### config.mk
export PLATFORM = sky130hd
export DESIGN_NAME = button_conditioner_flat
export DESIGN_NICKNAME = d
export VERILOG_FILES = /design/src/rtl/button_conditioner_pkg.sv /design/src/rtl/button_conditioner_if.sv /design/src/rtl/button_conditioner_debounce_filter.sv /design/src/rtl/button_conditioner.sv /design/src/flat_wrapper.sv
export SDC_FILE = /design/constraint.sdc
export NUM_CORES = 1
export LEC_CHECK = 0
export ABC_AREA = 1
export CORE_MARGIN = 2
export CORE_UTILIZATION = 57
export CTS_BUF_LIST = sky130_fd_sc_hd__clkbuf_16
export DETAILED_ROUTE_END_ITERATION = 7
export GPL_TIMING_DRIVEN = 0
export HOLD_SLACK_MARGIN = 0.08
export PLACE_DENSITY = 0.85
export SLEW_MARGIN = 25
export SYNTH_ARGS = -nofsm -noshare
export SYNTH_HDL_FRONTEND = slang
export SYNTH_SLANG_ARGS = --single-unit
### constraint.sdc
create_clock -name clk -period 1.8 [get_ports clk]
set_input_delay 0.54 -clock clk [delete_from_list [all_inputs] [get_ports clk]]
set_output_delay 0.54 -clock clk [all_outputs]
set_load 0.03 [all_outputs]
### src/rtl/button_conditioner_pkg.sv
// Shared types and default timing for the push-button conditioner.
// Replaces the old button_cond_defs.vh header.
package button_conditioner_pkg;

    typedef enum logic [1:0] {
        IDLE   = 2'd0,
        HOLD   = 2'd1,
        REPEAT = 2'd2
    } bc_state_t;

    localparam int unsigned DEF_SYNC_STAGES     = 2;
    localparam int unsigned DEF_DEBOUNCE_CYCLES = 16;
    localparam int unsigned DEF_REPEAT_EN       = 1;
    localparam int unsigned DEF_REPEAT_DELAY    = 64;
    localparam int unsigned DEF_REPEAT_PERIOD   = 16;
    localparam int unsigned DEF_CNT_W           = 8;

endpackage

### src/rtl/button_conditioner_if.sv
// Button-side signal bundle: raw input and enable in, conditioned outputs back.
interface button_conditioner_if;

    logic btn_raw;
    logic enable;
    logic btn_pulse;
    logic btn_level;
    logic repeat_active;

    modport master (
        output btn_raw, enable,
        input  btn_pulse, btn_level, repeat_active
    );

    modport slave (
        input  btn_raw, enable,
        output btn_pulse, btn_level, repeat_active
    );

endinterface

### src/rtl/button_conditioner_debounce_filter.sv
// Synchroniser plus debounce counter: turns the raw asynchronous button into
// a clean level that only changes after DEBOUNCE_CYCLES stable synced samples.
module debounce_filter
    import button_conditioner_pkg::*;
#(
    parameter int unsigned SYNC_STAGES     = DEF_SYNC_STAGES,
    parameter int unsigned DEBOUNCE_CYCLES = DEF_DEBOUNCE_CYCLES,
    parameter int unsigned CNT_W           = DEF_CNT_W
) (
    input  logic clk,
    input  logic rst,
    input  logic i_btn_raw,
    output logic o_btn_level
);

    logic [SYNC_STAGES-1:0] r_sync;
    logic [CNT_W-1:0]       r_cnt;
    logic                   r_level;
    logic                   w_sync;

    assign w_sync      = r_sync[SYNC_STAGES-1];
    assign o_btn_level = r_level;

    // Any sample matching the current level discards accumulated credit.
    always_ff @(posedge clk) begin
        if (rst) begin
            r_sync  <= '0;
            r_cnt   <= '0;
            r_level <= 1'b0;
        end else begin
            r_sync <= {r_sync[SYNC_STAGES-2:0], i_btn_raw};
            if (w_sync == r_level) begin
                r_cnt <= '0;
            end else if (r_cnt == CNT_W'(DEBOUNCE_CYCLES - 1)) begin
                r_level <= w_sync;
                r_cnt   <= '0;
            end else begin
                r_cnt <= r_cnt + CNT_W'(1);
            end
        end
    end

endmodule

### src/rtl/button_conditioner.sv
// Push-button conditioner: debounced level, one-cycle press pulse and
// optional hold-to-repeat pulses for the LED colour stepper.
module button_conditioner
    import button_conditioner_pkg::*;
#(
    parameter int unsigned SYNC_STAGES     = DEF_SYNC_STAGES,
    parameter int unsigned DEBOUNCE_CYCLES = DEF_DEBOUNCE_CYCLES,
    parameter int unsigned REPEAT_EN       = DEF_REPEAT_EN,
    parameter int unsigned REPEAT_DELAY    = DEF_REPEAT_DELAY,
    parameter int unsigned REPEAT_PERIOD   = DEF_REPEAT_PERIOD,
    parameter int unsigned CNT_W           = DEF_CNT_W
) (
    input  logic                 clk,
    input  logic                 rst,
    button_conditioner_if.slave  bus
);

    logic             w_level;
    logic             r_level_d;
    bc_state_t        r_state;
    bc_state_t        w_state_nxt;
    logic [CNT_W-1:0] r_rpt_cnt;
    logic [CNT_W-1:0] w_rpt_cnt_nxt;
    logic             r_pulse;
    logic             w_pulse_nxt;

    debounce_filter #(
        .SYNC_STAGES     (SYNC_STAGES),
        .DEBOUNCE_CYCLES (DEBOUNCE_CYCLES),
        .CNT_W           (CNT_W)
    ) u_debounce (
        .clk         (clk),
        .rst         (rst),
        .i_btn_raw   (bus.btn_raw),
        .o_btn_level (w_level)
    );

    always_ff @(posedge clk) begin
        if (rst) begin
            r_state   <= IDLE;
            r_rpt_cnt <= '0;
            r_pulse   <= 1'b0;
            r_level_d <= 1'b0;
        end else begin
            r_state   <= w_state_nxt;
            r_rpt_cnt <= w_rpt_cnt_nxt;
            r_pulse   <= w_pulse_nxt;
            r_level_d <= w_level;
        end
    end

    // Release is tested before the repeat tick so a release always wins.
    always_comb begin
        w_state_nxt   = r_state;
        w_rpt_cnt_nxt = r_rpt_cnt;
        w_pulse_nxt   = 1'b0;
        if (!bus.enable) begin
            w_state_nxt = IDLE;
        end else begin
            case (r_state)
                IDLE: begin
                    if (w_level && !r_level_d) begin
                        w_pulse_nxt   = 1'b1;
                        w_state_nxt   = HOLD;
                        w_rpt_cnt_nxt = '0;
                    end
                end
                HOLD: begin
                    if (!w_level) begin
                        w_state_nxt = IDLE;
                    end else if (REPEAT_EN != 0) begin
                        if (r_rpt_cnt == CNT_W'(REPEAT_DELAY - 1)) begin
                            w_pulse_nxt   = 1'b1;
                            w_rpt_cnt_nxt = '0;
                            w_state_nxt   = REPEAT;
                        end else begin
                            w_rpt_cnt_nxt = r_rpt_cnt + CNT_W'(1);
                        end
                    end
                end
                REPEAT: begin
                    if (!w_level) begin
                        w_state_nxt = IDLE;
                    end else if (r_rpt_cnt == CNT_W'(REPEAT_PERIOD - 1)) begin
                        w_pulse_nxt   = 1'b1;
                        w_rpt_cnt_nxt = '0;
                    end else begin
                        w_rpt_cnt_nxt = r_rpt_cnt + CNT_W'(1);
                    end
                end
                default: w_state_nxt = IDLE;
            endcase
        end
    end

    assign bus.btn_pulse     = r_pulse;
    assign bus.btn_level     = w_level;
    assign bus.repeat_active = (r_state == REPEAT);

endmodule

### src/flat_wrapper.sv
// flat-port wrapper written by rule: the top's interface ports become plain ports
module button_conditioner_flat import button_conditioner_pkg::*;
#(
    parameter int unsigned SYNC_STAGES     = DEF_SYNC_STAGES,
    parameter int unsigned DEBOUNCE_CYCLES = DEF_DEBOUNCE_CYCLES,
    parameter int unsigned REPEAT_EN       = DEF_REPEAT_EN,
    parameter int unsigned REPEAT_DELAY    = DEF_REPEAT_DELAY,
    parameter int unsigned REPEAT_PERIOD   = DEF_REPEAT_PERIOD,
    parameter int unsigned CNT_W           = DEF_CNT_W
)
  (clk, rst, bus_btn_raw, bus_enable, bus_btn_pulse, bus_btn_level, bus_repeat_active);
  button_conditioner_if bus_i ();
  input  logic clk;
  input  logic rst;
  input wire logic [$bits(bus_i.btn_raw)-1:0] bus_btn_raw;
  input wire logic [$bits(bus_i.enable)-1:0] bus_enable;
  output wire logic [$bits(bus_i.btn_pulse)-1:0] bus_btn_pulse;
  output wire logic [$bits(bus_i.btn_level)-1:0] bus_btn_level;
  output wire logic [$bits(bus_i.repeat_active)-1:0] bus_repeat_active;
  assign bus_i.btn_raw = bus_btn_raw;
  assign bus_i.enable = bus_enable;
  assign bus_btn_pulse = bus_i.btn_pulse;
  assign bus_btn_level = bus_i.btn_level;
  assign bus_repeat_active = bus_i.repeat_active;
  button_conditioner #(.SYNC_STAGES(SYNC_STAGES), .DEBOUNCE_CYCLES(DEBOUNCE_CYCLES), .REPEAT_EN(REPEAT_EN), .REPEAT_DELAY(REPEAT_DELAY), .REPEAT_PERIOD(REPEAT_PERIOD), .CNT_W(CNT_W)) u_core (.clk(clk), .rst(rst), .bus(bus_i));
endmodule
### Yosys cells after proc, flatten, opt, wreduce, memory -nomap -nowiden

Index checks and enable logic that the tools add are counted.

* add/sub/neg operators: 2
* eq/ne operators: 11
* mux-type cells: 17
* bitwise operators: 2
* reduce and logical (&&, ||, !) cells: 9

Operators with widths (number)
* 8-bit 2-to-1 mux: 5
* 8-bit one-hot mux with 3 select lines: 1
* 8-bit by 1-bit adder with 8-bit output, second input constant: 2
* 8-bit by 4-bit equality test with 1-bit output, second input constant: 2
* 8-bit by 6-bit equality test with 1-bit output, second input constant: 1
* 2-bit 2-to-1 mux: 4
* 2-bit one-hot mux with 3 select lines: 1
* 1-bit 2-to-1 mux: 5
* 5-bit AND reduction: 1
* 2-bit by 1-bit inequality test with 1-bit output, second input constant: 2
* 2-bit inequality test, second input constant: 2
* 3-bit by 2-bit inequality test with 1-bit output, second input constant: 1
* 1-bit one-hot mux with 3 select lines: 1
* 3-bit AND reduction: 1
* 3-bit nonzero test: 1
* 3-bit OR reduction: 1
* 2-bit by 1-bit equality test with 1-bit output, second input constant: 1
* 2-bit equality test, second input constant: 1
* 2-bit logical NOT: 1
* 1-bit NOT: 2
* 2-bit AND reduction: 1
* 2-bit OR reduction: 1
* 1-bit equality test: 1
* 1-bit logical AND: 1
* 1-bit logical NOT: 1

* register bits after elaboration: 23
* input port bits: 4
* output and inout port bits: 3
* word-level logic and storage cells: 48

### Longest topological paths before layout

* depth in word-level cells: 4
* mapped depth: 11
* gate-level depth less buffers: 11

### Cells and area by module

From an unflattened synthesis, not the netlist that was laid out.

* cells, all modules: 189
* area, all modules: 1290.0 µm²

Modules (own cells, without submodules)
* button_conditioner: instances 1, cells an instance 114, area each 767.0 µm², sequential area each 240.2 µm²
* debounce_filter: instances 1, cells an instance 75, area each 523.0 µm², sequential area each 220.2 µm²

### Least setup slack after synthesis

OpenSTA, ideal clock, no wires.

* kind: flip-flop to flip-flop
* start: reg u_core.r_state[0]
* end: reg u_core.r_rpt_cnt[7]
* library setup time: 114 ps
* data arrival time: 1465 ps
* required time: 1686 ps
* setup slack: 221 ps
* stages on the path, launching flop included: 10
* buffers on the path: 0
* clock period less this slack: 1579 ps
* cell sequence: dfxtp_1 inv_1 ha_1 nand2_1 nand2_1 nand2_4 inv_4 nand2_2 nand2_2 nor2_1

* cells in the longest elaborated chain, start to end: 3
* elaborated cells between the ends (all ways): 9
* those cells by class: eq/ne: 5; mux: 1; reduce/logical: 3

RTL lines
* start, declared: line button_conditioner.sv:20 `bc_state_t r_state;`
* start signal, assigned: line button_conditioner.sv:45 `r_state <= w_state_nxt;`
* 2-bit equality test *
* via bus_repeat_active: line flat_wrapper.sv:19 `output wire logic [$bits(bus_i.repeat_active)-1:0] bus_repeat_active;`
* 2-bit by 1-bit inequality test with 1-bit output (no source line) / 3-bit nonzero test (equally long branches)
* 5-bit AND reduction (no source line)
* end signal, assigned: line button_conditioner.sv:46 `r_rpt_cnt <= w_rpt_cnt_nxt;`
* end, declared: line button_conditioner.sv:22 `logic [CNT_W-1:0] r_rpt_cnt;`

Mark *: on every way through the listed nets, which the timed path passes. The rest lies on a longest branch.
A chain may end at the register's enable or synchronous reset.

### Final worst setup path

* start: reg u_core.r_pulse, in the netlist u_core.bus.btn_pulse
* end: out bus_btn_pulse

RTL lines
* start, declared: line button_conditioner.sv:24 `logic r_pulse;`
* start signal, assigned: line button_conditioner.sv:47 `r_pulse <= w_pulse_nxt;`
* end, declared: line flat_wrapper.sv:17 `output wire logic [$bits(bus_i.btn_pulse)-1:0] bus_btn_pulse;`

No word-level cell between the ends.

==> results.toml <==
[worst_setup_path]
crit_buf_inv = 1
slowest_delay_ns = 0.66
rr_endpoint = "u_core.r_rpt_cnt[7]"
path_cells = "clkdlybuf4s50_1"
cp_max_fo = 1
critPathArrivalTime_ns = 1.22
reg2reg_depth = 9
reg2reg_slack_ns = 0.21
crit_slowest_cell = "clkdlybuf4s50_1"
worst_setup_path_end_kind = "output pin"
critPathTopFamily = "buffers and inverters"
crit_required_ns = 1.26
criticalPathCategory = "register to output pin"
startpoint_type = "register"
worstReg2RegStart = "u_core.r_state[0]"

[yosys]
ys_ff_latch = 23
syn_area_um2 = 1190
async_flop_share_pct = 0
syn_area_per_cell_um2 = 7.28
yosys.cell_types.count = 26
synth_nets = 174
yosysWarnings = 0
ys_seq_area_share_pct = 38.6
synth_edf_count = 0
syn_inst = 164
ys.flop_type = "dfxtp_1"

[cts]
post_cts_buffers = 0
cts_buffer_depth = 2
ctsRootBufferMaster = "clkbuf_16"
cts_max_level = 1
cts_tree = "yes"
cts_made_buffers = 3
clkTransAtPathRegs_ns = 0.06
clock-sinks = 23
clk_latency_ns = 0.26

[die]
core_um2 = 1960
chipHeight_um = 49.8
io_pins = 7
floorplan.initialDensity_pct = 60.8
die-area_um2 = 2480
rows = 16
die_w_um = 49.8

[timing]
rsz0062_at_grt = "no"
setup_tns_ns = 0
hold_viol = 0
fin_skew_ns = 0.00292
max_freq_ghz = 0.569
min_period_ns = 1.76
fin_crit_sh_pct = 97.6
worst_pin_slew_ns = 0.316
hold-worst-slack_ns = 0.426
max_slew_margin_pct = 78.9
setup_viol = 0
maxSlewViolCount = 0

[route]
avgRoutedWirePerCell_um = 10.9
drt_wl_total_um = 2190
ant_nets = 0
first_pass_iters = 4
drt-initial-drc-count = 22
num_vias = 1011
viasPerCell = 5.03
remaining_drc_errors = 0

[pwr]
p_seq_share_pct = 50.3
combinationalPowerShare_pct = 2.2
switching_share_pct = 19.6
powerDensity_nw_per_um2 = 750
clockPowerShare_pct = 47.6
max-vdd-ir-drop_v = 0.000597
leakagePower_nw = 0.569
p_switching_w = 0.000200
p_int_w = 0.000820

[placement]
gp_congestion = 0.896
portBuffers = 6
dp_hpwl_um = 1590

[cells_and_area]
n_antenna_cell = 0
fin_nets = 185
layout-drive-gt1-share_pct = 11.5
syn_to_final_growth_pct = 14.0

[hold_path]
min_delay_worst_endpoint = "u_core.u_debounce.r_sync[1]"
hold_path.class = "register to register"
hold-path-cell-count = 2
min_from = "u_core.u_debounce.r_sync[0]"

[global_routing]
grt_max_degree = 14
grt_pass1_vias = 952
grt_pass1_wl_um = 3770
grt_overflow = 0
grt_antenna_before_repair = 0
groute.usage.overall_pct = 19.3

[flow_run]
drv_cap = 0

[run_status]
status = "finished, final reports clean"
-- synth_stat cells, types with 2 or more instances --
master,number,share of area [%]
nand2_1,33,10
dfxtp_1,23,39
nor2_1,23,7.2
inv_1,22,6.9
nand3_1,13,5.5
a21oi_1,7,2.9
ha_1,6,6.3
nand2_2,5,2.6
nand4_1,5,2.6
xor2_1,4,2.9
nor3_1,3,1.3
o21ai_0,3,1.3
inv_4,2,1.0
nor2_2,2,1.0
o21bai_1,2,1.3
-- registers in the layout (all words and copies together), names as in the netlist --
register,flops
u_core.r_level_d,1
u_core.u_debounce.r_sync,2
u_core.r_state,2
u_core.u_debounce.r_cnt,8
u_core.r_rpt_cnt,8
u_core.u_debounce.o_btn_level,1
u_core.bus.btn_pulse,1
-- per-stage QoR --
step / instance area (µm²) / setup slack (ns) / std cells / total power (W) / utilization (%)
2_1_floorplan: 1190 / 0.221 / 164 / 0.000535 / -
3_3_place_gp: 1290 / -0.0755 / 197 / 0.000546 / 65.6
3_5_place_dp: 1290 / -0.0834 / 197 / 0.000547 / 65.6
4_1_cts: 1370 / 0.0137 / 201 / 0.00102 / 69.7
5_1_grt: 1360 / 0.0123 / 201 / 0.00105 / 69.4
6_report: 1360 / 0.0438 / 201 / 0.00102 / 69.4
-- layout by cell type, fill, tap and decap left out, drive strengths merged --
master,Yosys,final
dfxtp,23,23
o21bai,3,3
ha,6,6
o21a,1,1
clkinv,0,1
o21ai,4,4
nand4,5,5
xor2,4,4
nor2,26,26
nand3b,1,1
nand3,14,14
buf,1,2
dlygate4sd2,0,1
a21oi,8,8
clkbuf,0,3
inv,24,24
nor3b,1,1
clkdlybuf4s50,0,4
and2,1,1
nor3,3,3
nand2,39,39
-- routing by layer --
layer | track usage [%] | wire length [µm]
met1 | 22.1 | 945
met5 | 0 | 0
met2 | 34.9 | 1140
met4 | 6.94 | 46
met3 | 4.24 | 60
-- power by group through the flow --
stage	logic (W)	clock network, W	registers [W]
finish	0.0000220	0.000485	0.000513
global route	0.0000249	0.000508	0.000513
CTS	0.0000220	0.000487	0.000513
detailed placement	0.0000218	0	0.000525
global placement	0.0000214	0	0.000524
floorplan	0.0000110	0	0.000524
-- cell type report --
| type | instances | area (µm²) |
|---|---|---|
| fillers | 170 | 601 |
| multi-input cells | 116 | 627 |
| well taps | 27 | 33.8 |
| flip-flops and latches | 23 | 460 |
| clock inverters | 1 | 5.00 |
| inverters | 24 | 95.1 |
| repair buffers | 6 | 53.8 |
| plain buffers | 1 | 11.3 |
| clock buffers | 3 | 75.1 |
-- worst max path at each step --
| stage | end | slack [ns] | startpoint | cells after the start |
|---|---|---|---|---|
| 4_1_cts | bus_repeat_active | 0.01 | u_core.r_state[0] | 3 |
| 3_3_place_gp | bus_repeat_active | -0.08 | u_core.r_state[0] | 3 |
| 3_5_place_dp | bus_repeat_active | -0.08 | u_core.r_state[0] | 3 |
| 5_1_grt | bus_btn_pulse | 0.01 | u_core.bus.btn_pulse | 1 |
| 2_1_floorplan | u_core.r_rpt_cnt[7] | 0.22 | u_core.r_state[0] | 9 |
| 6_report | bus_btn_pulse | 0.04 | u_core.bus.btn_pulse | 1 |
-- worst min-delay path, delay by kind of cell, from the launching register on --
kind,cells,cell delay [ns]
buffers and inverters,1,0.05
AND/OR/NAND/NOR,1,0.04
flip-flops,1,0.30
-- timing repair --
item / CTS / global route
resized for setup: 4 / 2
pin swaps: 0 / 0
cloned: 0 / 0
hold buffers: 0 / 0
setup endpoints to repair: 2 / 1
-- cells by family (layout without fill, tap and decap cells) --
logic type / Yosys count / count (layout) / synth area share (%)
buffers and inverters: 25 / 35 / 8.91
DFF: 23 / 23 / 38.6
xor gates and xnor gates: 4 / 4 / 2.93
and+or+nand+nor: 90 / 90 / 35.1
adders and majority gates: 6 / 6 / 6.29
AOI/OAI and AO/OA: 16 / 16 / 8.17
Power figures use the tool's default switching activity.
